## config.mk

```make
export PLATFORM = sky130hd
export DESIGN_NAME = axis_level_trigger
export DESIGN_NICKNAME = d
export VERILOG_FILES = /design/src/rtl/axis_level_trigger_pkg.sv /design/src/rtl/axis_level_trigger_level_crossing_detector.sv /design/src/rtl/axis_level_trigger.sv
export SDC_FILE = /design/constraint.sdc
export NUM_CORES = 1
export LEC_CHECK = 0
export BUFFER_PORTS_ARGS = -buffer_cell sky130_fd_sc_hd__buf_2
export CAP_MARGIN = 0
export CORE_UTILIZATION = 38
export DETAILED_ROUTE_END_ITERATION = 10
export GPL_ROUTABILITY_DRIVEN = 1
export SETUP_SLACK_MARGIN = 0.05
export SLEW_MARGIN = 15
export SYNTH_ARGS = -nofsm -noshare
export SYNTH_HDL_FRONTEND = slang
export SYNTH_SLANG_ARGS = --single-unit
```

## constraint.sdc

```tcl
create_clock -name stream_clk -period 1.4 [get_ports stream_clk]
set_input_delay 0.07 -clock stream_clk [delete_from_list [all_inputs] [get_ports stream_clk]]
set_output_delay 0.07 -clock stream_clk [all_outputs]
set_load 0.05 [all_outputs]
```

## src/rtl/axis_level_trigger_pkg.sv

```systemverilog
// Shared constants and types for the AXI4-Stream level trigger: trigger bit
// positions, sample lane positions and the detector state encoding.
package axis_level_trigger_pkg;

    localparam int TRIG_CH1_RISE = 0;
    localparam int TRIG_CH1_FALL = 1;
    localparam int TRIG_CH2_RISE = 2;
    localparam int TRIG_CH2_FALL = 3;
    localparam int TRIG_FORCE    = 4;

    localparam int SAMPLE_W = 16;
    localparam int BOUND_W  = 18;
    localparam int CH1_LSB  = 16;
    localparam int CH2_LSB  = 0;

    typedef enum logic {
        DET_DISARMED = 1'b0,
        DET_ARMED    = 1'b1
    } det_state_e;

    typedef enum logic {
        POL_RISING  = 1'b0,
        POL_FALLING = 1'b1
    } det_pol_e;

    // Keeps the SAMPLE_BITS most significant bits of a 16-bit sample.
    function automatic logic [15:0] sample_mask(input int unsigned bits);
        logic [15:0] mask;
        mask = 16'h0000;
        for (int i = 0; i < 16; i++) begin
            mask[i] = (i >= (16 - int'(bits)));
        end
        return mask;
    endfunction

endpackage

```

## src/rtl/axis_level_trigger_level_crossing_detector.sv

```systemverilog
// Two-state hysteresis level-crossing detector for one channel and one direction.
// The fire output is combinational and valid for the beat presented this cycle.
module level_crossing_detector
    import axis_level_trigger_pkg::*;
#(
    parameter det_pol_e POLARITY = POL_RISING
) (
    input  logic        clk,
    input  logic        rst_n,
    input  logic        clear,
    input  logic        beat,
    input  logic [15:0] sample,
    input  logic [15:0] level,
    input  logic [15:0] hyst,
    output logic        fire
);

    det_state_e                state_r;
    logic signed [BOUND_W-1:0] sample_ext_s;
    logic signed [BOUND_W-1:0] level_ext_s;
    logic signed [BOUND_W-1:0] hyst_ext_s;
    logic signed [BOUND_W-1:0] bound_s;
    logic                      arm_cond_s;
    logic                      fire_cond_s;

    // Widen to 18 bits so level +/- hyst can never wrap back into sample range.
    always_comb begin
        sample_ext_s = {{2{sample[15]}}, sample};
        level_ext_s  = {{2{level[15]}}, level};
        hyst_ext_s   = {2'b00, hyst};
        bound_s      = level_ext_s;
        arm_cond_s   = 1'b0;
        fire_cond_s  = 1'b0;
        if (POLARITY == POL_RISING) begin
            bound_s     = level_ext_s - hyst_ext_s;
            arm_cond_s  = (sample_ext_s < bound_s);
            fire_cond_s = (sample_ext_s >= level_ext_s);
        end else begin
            bound_s     = level_ext_s + hyst_ext_s;
            arm_cond_s  = (sample_ext_s > bound_s);
            fire_cond_s = (sample_ext_s <= level_ext_s);
        end
    end

    assign fire = beat & ~clear & (state_r == DET_ARMED) & fire_cond_s;

    // Arm/fire state; clear wins, and state only moves on accepted beats.
    always_ff @(posedge clk or negedge rst_n) begin
        if (!rst_n) begin
            state_r <= DET_DISARMED;
        end else if (clear) begin
            state_r <= DET_DISARMED;
        end else if (beat) begin
            case (state_r)
                DET_DISARMED: state_r <= arm_cond_s ? DET_ARMED : DET_DISARMED;
                DET_ARMED:    state_r <= fire_cond_s ? DET_DISARMED : DET_ARMED;
                default:      state_r <= DET_DISARMED;
            endcase
        end else begin
            state_r <= state_r;
        end
    end

endmodule

```

## src/rtl/axis_level_trigger.sv

```systemverilog
// AXI4-Stream register slice that tags each two-channel beat with level
// crossing and software trigger flags for a downstream tlast injector.
module axis_level_trigger
    import axis_level_trigger_pkg::*;
#(
    parameter int SAMPLE_BITS = 14
) (
    input  logic        stream_clk,
    input  logic        stream_resetn,
    input  logic [31:0] s_tdata,
    input  logic        s_tvalid,
    output logic        s_tready,
    output logic [31:0] m_tdata,
    output logic        m_tvalid,
    input  logic        m_tready,
    output logic [31:0] trigger,
    input  logic [15:0] ch1_level,
    input  logic [15:0] ch2_level,
    input  logic [15:0] ch1_hyst,
    input  logic [15:0] ch2_hyst,
    input  logic        detector_clear,
    input  logic        force_trigger
);

    localparam logic [15:0] SAMPLE_MASK = sample_mask(SAMPLE_BITS);

    logic        rst_done_r;
    logic        m_tvalid_r;
    logic [31:0] m_tdata_r;
    logic [31:0] trigger_r;
    logic        force_pend_r;
    logic        accept_s;
    logic [15:0] ch1_sample_s;
    logic [15:0] ch2_sample_s;
    logic [3:0]  fire_s;
    logic [31:0] trig_next_s;

    assign s_tready     = rst_done_r & (~m_tvalid_r | m_tready);
    assign accept_s     = s_tvalid & s_tready;
    assign ch1_sample_s = s_tdata[CH1_LSB +: SAMPLE_W] & SAMPLE_MASK;
    assign ch2_sample_s = s_tdata[CH2_LSB +: SAMPLE_W] & SAMPLE_MASK;
    assign m_tdata      = m_tdata_r;
    assign m_tvalid     = m_tvalid_r;
    assign trigger      = trigger_r;

    level_crossing_detector #(.POLARITY(POL_RISING)) u_ch1_rise (
        .clk(stream_clk), .rst_n(stream_resetn), .clear(detector_clear), .beat(accept_s),
        .sample(ch1_sample_s), .level(ch1_level), .hyst(ch1_hyst), .fire(fire_s[0])
    );
    level_crossing_detector #(.POLARITY(POL_FALLING)) u_ch1_fall (
        .clk(stream_clk), .rst_n(stream_resetn), .clear(detector_clear), .beat(accept_s),
        .sample(ch1_sample_s), .level(ch1_level), .hyst(ch1_hyst), .fire(fire_s[1])
    );
    level_crossing_detector #(.POLARITY(POL_RISING)) u_ch2_rise (
        .clk(stream_clk), .rst_n(stream_resetn), .clear(detector_clear), .beat(accept_s),
        .sample(ch2_sample_s), .level(ch2_level), .hyst(ch2_hyst), .fire(fire_s[2])
    );
    level_crossing_detector #(.POLARITY(POL_FALLING)) u_ch2_fall (
        .clk(stream_clk), .rst_n(stream_resetn), .clear(detector_clear), .beat(accept_s),
        .sample(ch2_sample_s), .level(ch2_level), .hyst(ch2_hyst), .fire(fire_s[3])
    );

    // Trigger vector for the beat being accepted this cycle.
    always_comb begin
        trig_next_s                = 32'h0000_0000;
        trig_next_s[TRIG_CH1_RISE] = fire_s[0];
        trig_next_s[TRIG_CH1_FALL] = fire_s[1];
        trig_next_s[TRIG_CH2_RISE] = fire_s[2];
        trig_next_s[TRIG_CH2_FALL] = fire_s[3];
        trig_next_s[TRIG_FORCE]    = force_pend_r | force_trigger;
    end

    // Gates acceptance for one cycle after reset release.
    always_ff @(posedge stream_clk or negedge stream_resetn) begin
        if (!stream_resetn) begin
            rst_done_r <= 1'b0;
        end else begin
            rst_done_r <= 1'b1;
        end
    end

    // Register slice; trigger is zeroed whenever the slice empties.
    always_ff @(posedge stream_clk or negedge stream_resetn) begin
        if (!stream_resetn) begin
            m_tvalid_r <= 1'b0;
            m_tdata_r  <= 32'h0000_0000;
            trigger_r  <= 32'h0000_0000;
        end else if (accept_s) begin
            m_tvalid_r <= 1'b1;
            m_tdata_r  <= s_tdata;
            trigger_r  <= trig_next_s;
        end else if (m_tready) begin
            m_tvalid_r <= 1'b0;
            m_tdata_r  <= m_tdata_r;
            trigger_r  <= 32'h0000_0000;
        end else begin
            m_tvalid_r <= m_tvalid_r;
            m_tdata_r  <= m_tdata_r;
            trigger_r  <= trigger_r;
        end
    end

    // Sticky software trigger; survives detector_clear, consumed by the next beat.
    always_ff @(posedge stream_clk or negedge stream_resetn) begin
        if (!stream_resetn) begin
            force_pend_r <= 1'b0;
        end else if (accept_s) begin
            force_pend_r <= 1'b0;
        end else if (force_trigger) begin
            force_pend_r <= 1'b1;
        end else begin
            force_pend_r <= force_pend_r;
        end
    end

endmodule

```

Word-level counts from Yosys, hierarchy flattened:

Cells that the tools add are included.

* flip-flop bits (word level): 71
* input port bits: 102
* output and inout bits: 66
* logic and storage cells: 69

* add/subtract/negate cells: 4
* order comparisons: 8
* multiplexer cells: 26
* bitwise gates (word level): 19
* reductions and logical operators: 3

Operators by type and width (number)
* two-way mux 32 bit: 2
* adder 16 x 17 -> 18 bit: 2
* greater-than comparator 16 x 18 -> 1 bit: 2
* < comparator 16 x 18 -> 1 bit: 2
* subtractor 16 x 17 -> 18 bit: 2
* greater-or-equal comparator 16 bit: 2
* <= comparator 16 bit: 2
* two-way mux 1 bit: 20
* bitwise AND 1 bit: 11
* one-hot mux 1 bit (2 select lines): 4
* NOT 1 bit: 6
* nonzero test 2 bit: 3
* bitwise OR 1 bit: 2

Depth between registers and ports, before layout:

* word-level depth: 8
* mapped depth: 18
* depth with buffers taken out: 18

Cells and area by module:

From an unflattened synthesis, not the netlist that was laid out.

* cell total of the unflattened synthesis: 963
* area, all modules: 8340.5 µm²

Modules (own cells, without submodules)
* level_crossing_detector (u_ch1_rise ...): instances 2, cells an instance 218, area each 1680.4 µm², seq. area each 25.0 µm²
* axis_level_trigger: instances 1, cells an instance 122, area each 1783.0 µm², seq. area each 1001.0 µm²
* level_crossing_detector (u_ch2_fall): instances 1, cells an instance 205, area each 1615.3 µm², seq. area each 25.0 µm²
* level_crossing_detector (u_ch1_fall): instances 1, cells an instance 200, area each 1581.5 µm², seq. area each 25.0 µm²

Worst setup path after synthesis:

OpenSTA, ideal clock, no wires.

* kind: input port to flip-flop
* from: input port ch1_level[0]
* to: register u_ch1_fall.state_r
* arrival time: 2.942 ns
* setup slack: -1.663 ns
* stages: 18
* buffers on the path: 0
* path through: ha_1 inv_1 fa_1 nor2_1 o221ai_2 a211oi_2 a221oi_2 o41ai_2 a21oi_2 xnor2_1 ha_1 a21o_1 a21o_1 a21oi_1 o21a_1 o21ai_0 xnor2_1 a32o_1

* longest elaborated chain between the ends: 6
* elaborated cells between the ends (all ways): 8
* classes of those cells: 1 x add/sub; 2 x order compare; 5 x mux

RTL lines
* from (decl): RTL line axis_level_trigger.sv:17 `input logic [15:0] ch1_level,`
* adder 16 x 17 -> 18 bit
* greater-than comparator 16 x 18 -> 1 bit: RTL line axis_level_trigger_level_crossing_detector.sv:40 `arm_cond_s = (sample_ext_s > bound_s);`
* two-way mux 1 bit: RTL line axis_level_trigger_level_crossing_detector.sv:55 `DET_DISARMED: state_r <= arm_cond_s ? DET_ARMED : DET_DISARMED;`
* one-hot mux 1 bit (2 select lines) *: RTL line axis_level_trigger_level_crossing_detector.sv:54 `case (state_r)`
* two-way mux 1 bit *: RTL line axis_level_trigger_level_crossing_detector.sv:53 `end else if (beat) begin`
* two-way mux 1 bit *: RTL line axis_level_trigger_level_crossing_detector.sv:51 `end else if (clear) begin`
* to (signal assigned): RTL line axis_level_trigger_level_crossing_detector.sv:55
* to (signal assigned): RTL line axis_level_trigger_level_crossing_detector.sv:56 `DET_ARMED: state_r <= fire_cond_s ? DET_DISARMED : DET_ARMED;`
* to (signal assigned): RTL line axis_level_trigger_level_crossing_detector.sv:60 `state_r <= state_r;`
* to (decl): RTL line axis_level_trigger_level_crossing_detector.sv:18 `det_state_e state_r;`

Every way passes the cells marked *; elsewhere a longest branch is shown, timed or not. The select of a mux whose other input is x is not followed.
A chain may end at the register's enable or synchronous reset.

Worst setup path after layout:

* from: input port ch2_hyst[2]
* to: register u_ch2_fall.state_r

* longest elaborated chain between the ends: 6

RTL lines
* from (decl): RTL line axis_level_trigger.sv:20 `input logic [15:0] ch2_hyst,`
* adder 16 x 17 -> 18 bit
* greater-than comparator 16 x 18 -> 1 bit
* two-way mux 1 bit: RTL line axis_level_trigger_level_crossing_detector.sv:55
* one-hot mux 1 bit (2 select lines): RTL line axis_level_trigger_level_crossing_detector.sv:54
* two-way mux 1 bit: RTL line axis_level_trigger_level_crossing_detector.sv:53
* two-way mux 1 bit: RTL line axis_level_trigger_level_crossing_detector.sv:51
* to (signal assigned): RTL line axis_level_trigger_level_crossing_detector.sv:55
* to (signal assigned): RTL line axis_level_trigger_level_crossing_detector.sv:56
* to (signal assigned): RTL line axis_level_trigger_level_crossing_detector.sv:60
* to (decl): RTL line axis_level_trigger_level_crossing_detector.sv:18

Every way passes these cells. The select of a mux whose other input is x is not followed.

==> metrics.txt <==
pwr dens=745 mW/mm2; setup violators final=8; Setup CP Type=in -> reg; vias in the first global route=7,792; run status=complete, but fails checks; clk buf depth=2; Hold Crit Depth=3; failing checks=setup timing; fin crit share=2.11; total core area=0.0188 mm2; Num CTS Buffers=5; pre-CTS setup slack=-2070 ps; Die Y=141 um; nets@finish=1,618; synth top area cells=ha_1, dfrtp_1, nand2_1; Clk pwr share=0.165; Tightest Pin Transition=516 ps; commonest non-fill, non-tap cell in the layout=buf_4; critical path launch point type=primary input; Die Wd=141 um; initial detailed-routing violation count=252; CP Capture Type=flop; number of port buffers=140; clock latency at the later pin of the worst-skew pair=290 ps; FP Rows=50; synthesized area=0.00730 mm2; Routed Wire Length=22.7 mm; setup TNS=-6670 ps; Worst-path clk slew=70 ps; global-route wire length before repair=36.2 mm; number of flops mapped to enable cells by yosys=0; synthesized area per cell=7.81 um2; combinational power share=0.656; Tmin final=2950 ps; Layout area overhead=57.0%; worst clock skew=2.47 ps; hold_ws=18.1 ps; DR WL/cell=14.3 um; Starting Density=0.389; via count=7,878; die area=0.0198 mm2; count of final hold-check violations=0; TritonCTS clock tree=built; Final WS setup=-1550 ps; CP arrival=3130 ps; layout cell share with drive strength beyond 1=0.436; initial antenna violation count=1; synth warn=0; switch share=0.440; Req. time, crit path=1570 ps; RR Endpoint=trigger[1]; unrepaired setup endpoints after global routing=true; WHS Endpoint=force_pend_r; Worst R2R Start=m_tvalid; commonest cells after routing, fill and taps aside=buf_4, nand2_1, ha_1; Seq cells post-synth=44; GRT Util Overall=0.228; Worst slew margin=0.656; P_int=4.78 mW; HPWL after DPL=18.8 mm; worst reg2reg path depth=5; post-synthesis sequential area ratio=0.151; Tot Pwr=8.54 mW; clock root cell=clkbuf_16; first-pass detailed-route iteration total=5; hold crit path type=in -> reg; final routed DRC violation total=0; Slew Limit Fails=0; P_sw=3.75 mW; r2r setup slk=80 ps; vias per cell=4.95; Lkg Pwr=5.89 nW; Max Cap Violations=0; crit path max fanout=6; Peak supply drop=0.434 mV; Post-synth ARST share=1.00; I/O pin count=168; highest clock rate=338 MHz; ANT nets after route=0; top cell type's share of synthesized area=0.271; Synth Flop Type=dfrtp_1; clock sink count=44; Yosys cell types=82; htree depth=2; Flop pwr share=0.179; Syn Inst Count=935; Final GP Congestion=0.913; leading area contributor after synthesis=ha_1; GRT Residual Overflow=0; hold_sp=force_trigger; largest net degree at the start of global routing=45
-- state kept, by name (all words and copies together), names as in the netlist --
signal and cells:
u_ch1_rise.state_r 1, u_ch2_fall.state_r 1, force_pend_r 1, u_ch1_fall.state_r 1
m_tvalid 1, rst_done_r 1, trigger 5, m_tdata 32
u_ch2_rise.state_r 1
-- cells in the mapped netlist, types with 3 or more instances --
cell,number
a211oi_2,6
nand4_1,16
a21oi_1,81
fa_1,4
dfrtp_1,44
nor2b_1,11
a311oi_1,4
ha_1,158
or3_1,3
nor3_1,19
buf_2,8
o31ai_1,9
a41oi_1,3
a21o_1,17
xnor2_1,53
nand2_1,139
o21ai_1,8
and2_1,3
o21a_1,3
a211oi_1,8
xor2_1,5
a31oi_1,8
o21bai_1,10
clkbuf_1,8
nor4_1,7
nand3_1,19
and3_1,5
nor2_1,49
buf_4,30
o21ai_0,25
nand2b_1,12
inv_2,8
a32o_1,5
inv_1,91
-- power groups by stage --
stage,Combinational [mW],Clock (mW),Sequential [mW]
finish,5.60,1.41,1.52
global placement,5.06,0,1.54
global route,6.13,1.50,1.55
floorplan,2.69,0,2.10
detailed placement,5.14,0,1.55
CTS,5.39,1.45,1.53
-- timing repair --
item / in CTS / in global routing
hold buffers: 5 / 0
resized for setup: 84 / 47
setup endpoints to repair: 28 / 30
setup buffers: 10 / 10
hold endpoints to repair: 48 / 0
pin swaps: 51 / 44
-- critical path: stages --
cell and delay (ps):
buf_2 170, inv_12 30, ha_4 260, nor3b_2 200, nor3_2 90, o31ai_4 250
nand4_1 190, a31o_1 310, a31oi_2 170, xnor2_1 170, ha_1 280, nand4_1 180
nor3_2 70, a21boi_2 150, nor4_2 280, xnor2_1 150, o32ai_1 100
-- worst max path at each step --
stage | start | to | slack, ps | cells after the start
floorplan | ch1_level[0] | u_ch1_fall.state_r | -1640 | 18
global placement | ch1_level[0] | u_ch1_fall.state_r | -1960 | 19
detailed placement | ch1_level[0] | u_ch1_fall.state_r | -2070 | 18
CTS | ch1_level[0] | u_ch1_fall.state_r | -1530 | 18
global route | ch2_hyst[1] | u_ch2_rise.state_r | -1770 | 19
finish | ch2_hyst[2] | u_ch2_fall.state_r | -1550 | 17
-- routing by layer --
layer	up-vias	global-route usage	wire length, um
li1	4045	-	-
met1	3630	0.279	10100
met2	174	0.422	11300
met3	29	0.0173	713
met4	0	0.0698	524
met5	-	0	0
-- layout make-up --
type / instances / area (um2)
multi-input combinational: 768 / 6340
tap: 234 / 293
inverter: 100 / 452
clock buffer: 5 / 125
fill: 1674 / 7310
antenna: 1 / 2.50
clock inverter: 3 / 46.3
timing repair buffer: 435 / 3100
sequential: 44 / 1100
-- kinds of logic after synthesis --
kind of cell,synth area share
compound gates,0.208
other cells,0.00103
fa+ha+maj,0.282
simple gates,0.191
flops,0.151
mux,0.00274
buf+inv,0.0944
xor+xnor,0.0696
-- stage by stage --
step / cell area (um2) / std cells / utilization
after floorplan: 7830 / 961 / -
after global placement: 10500 / 1558 / 0.561
after detailed placement: 10500 / 1558 / 0.561
after CTS: 11200 / 1580 / 0.597
after global routing: 11500 / 1590 / 0.611
final: 11500 / 1590 / 0.611
Note: power is estimated with default switching activity, not from simulation.
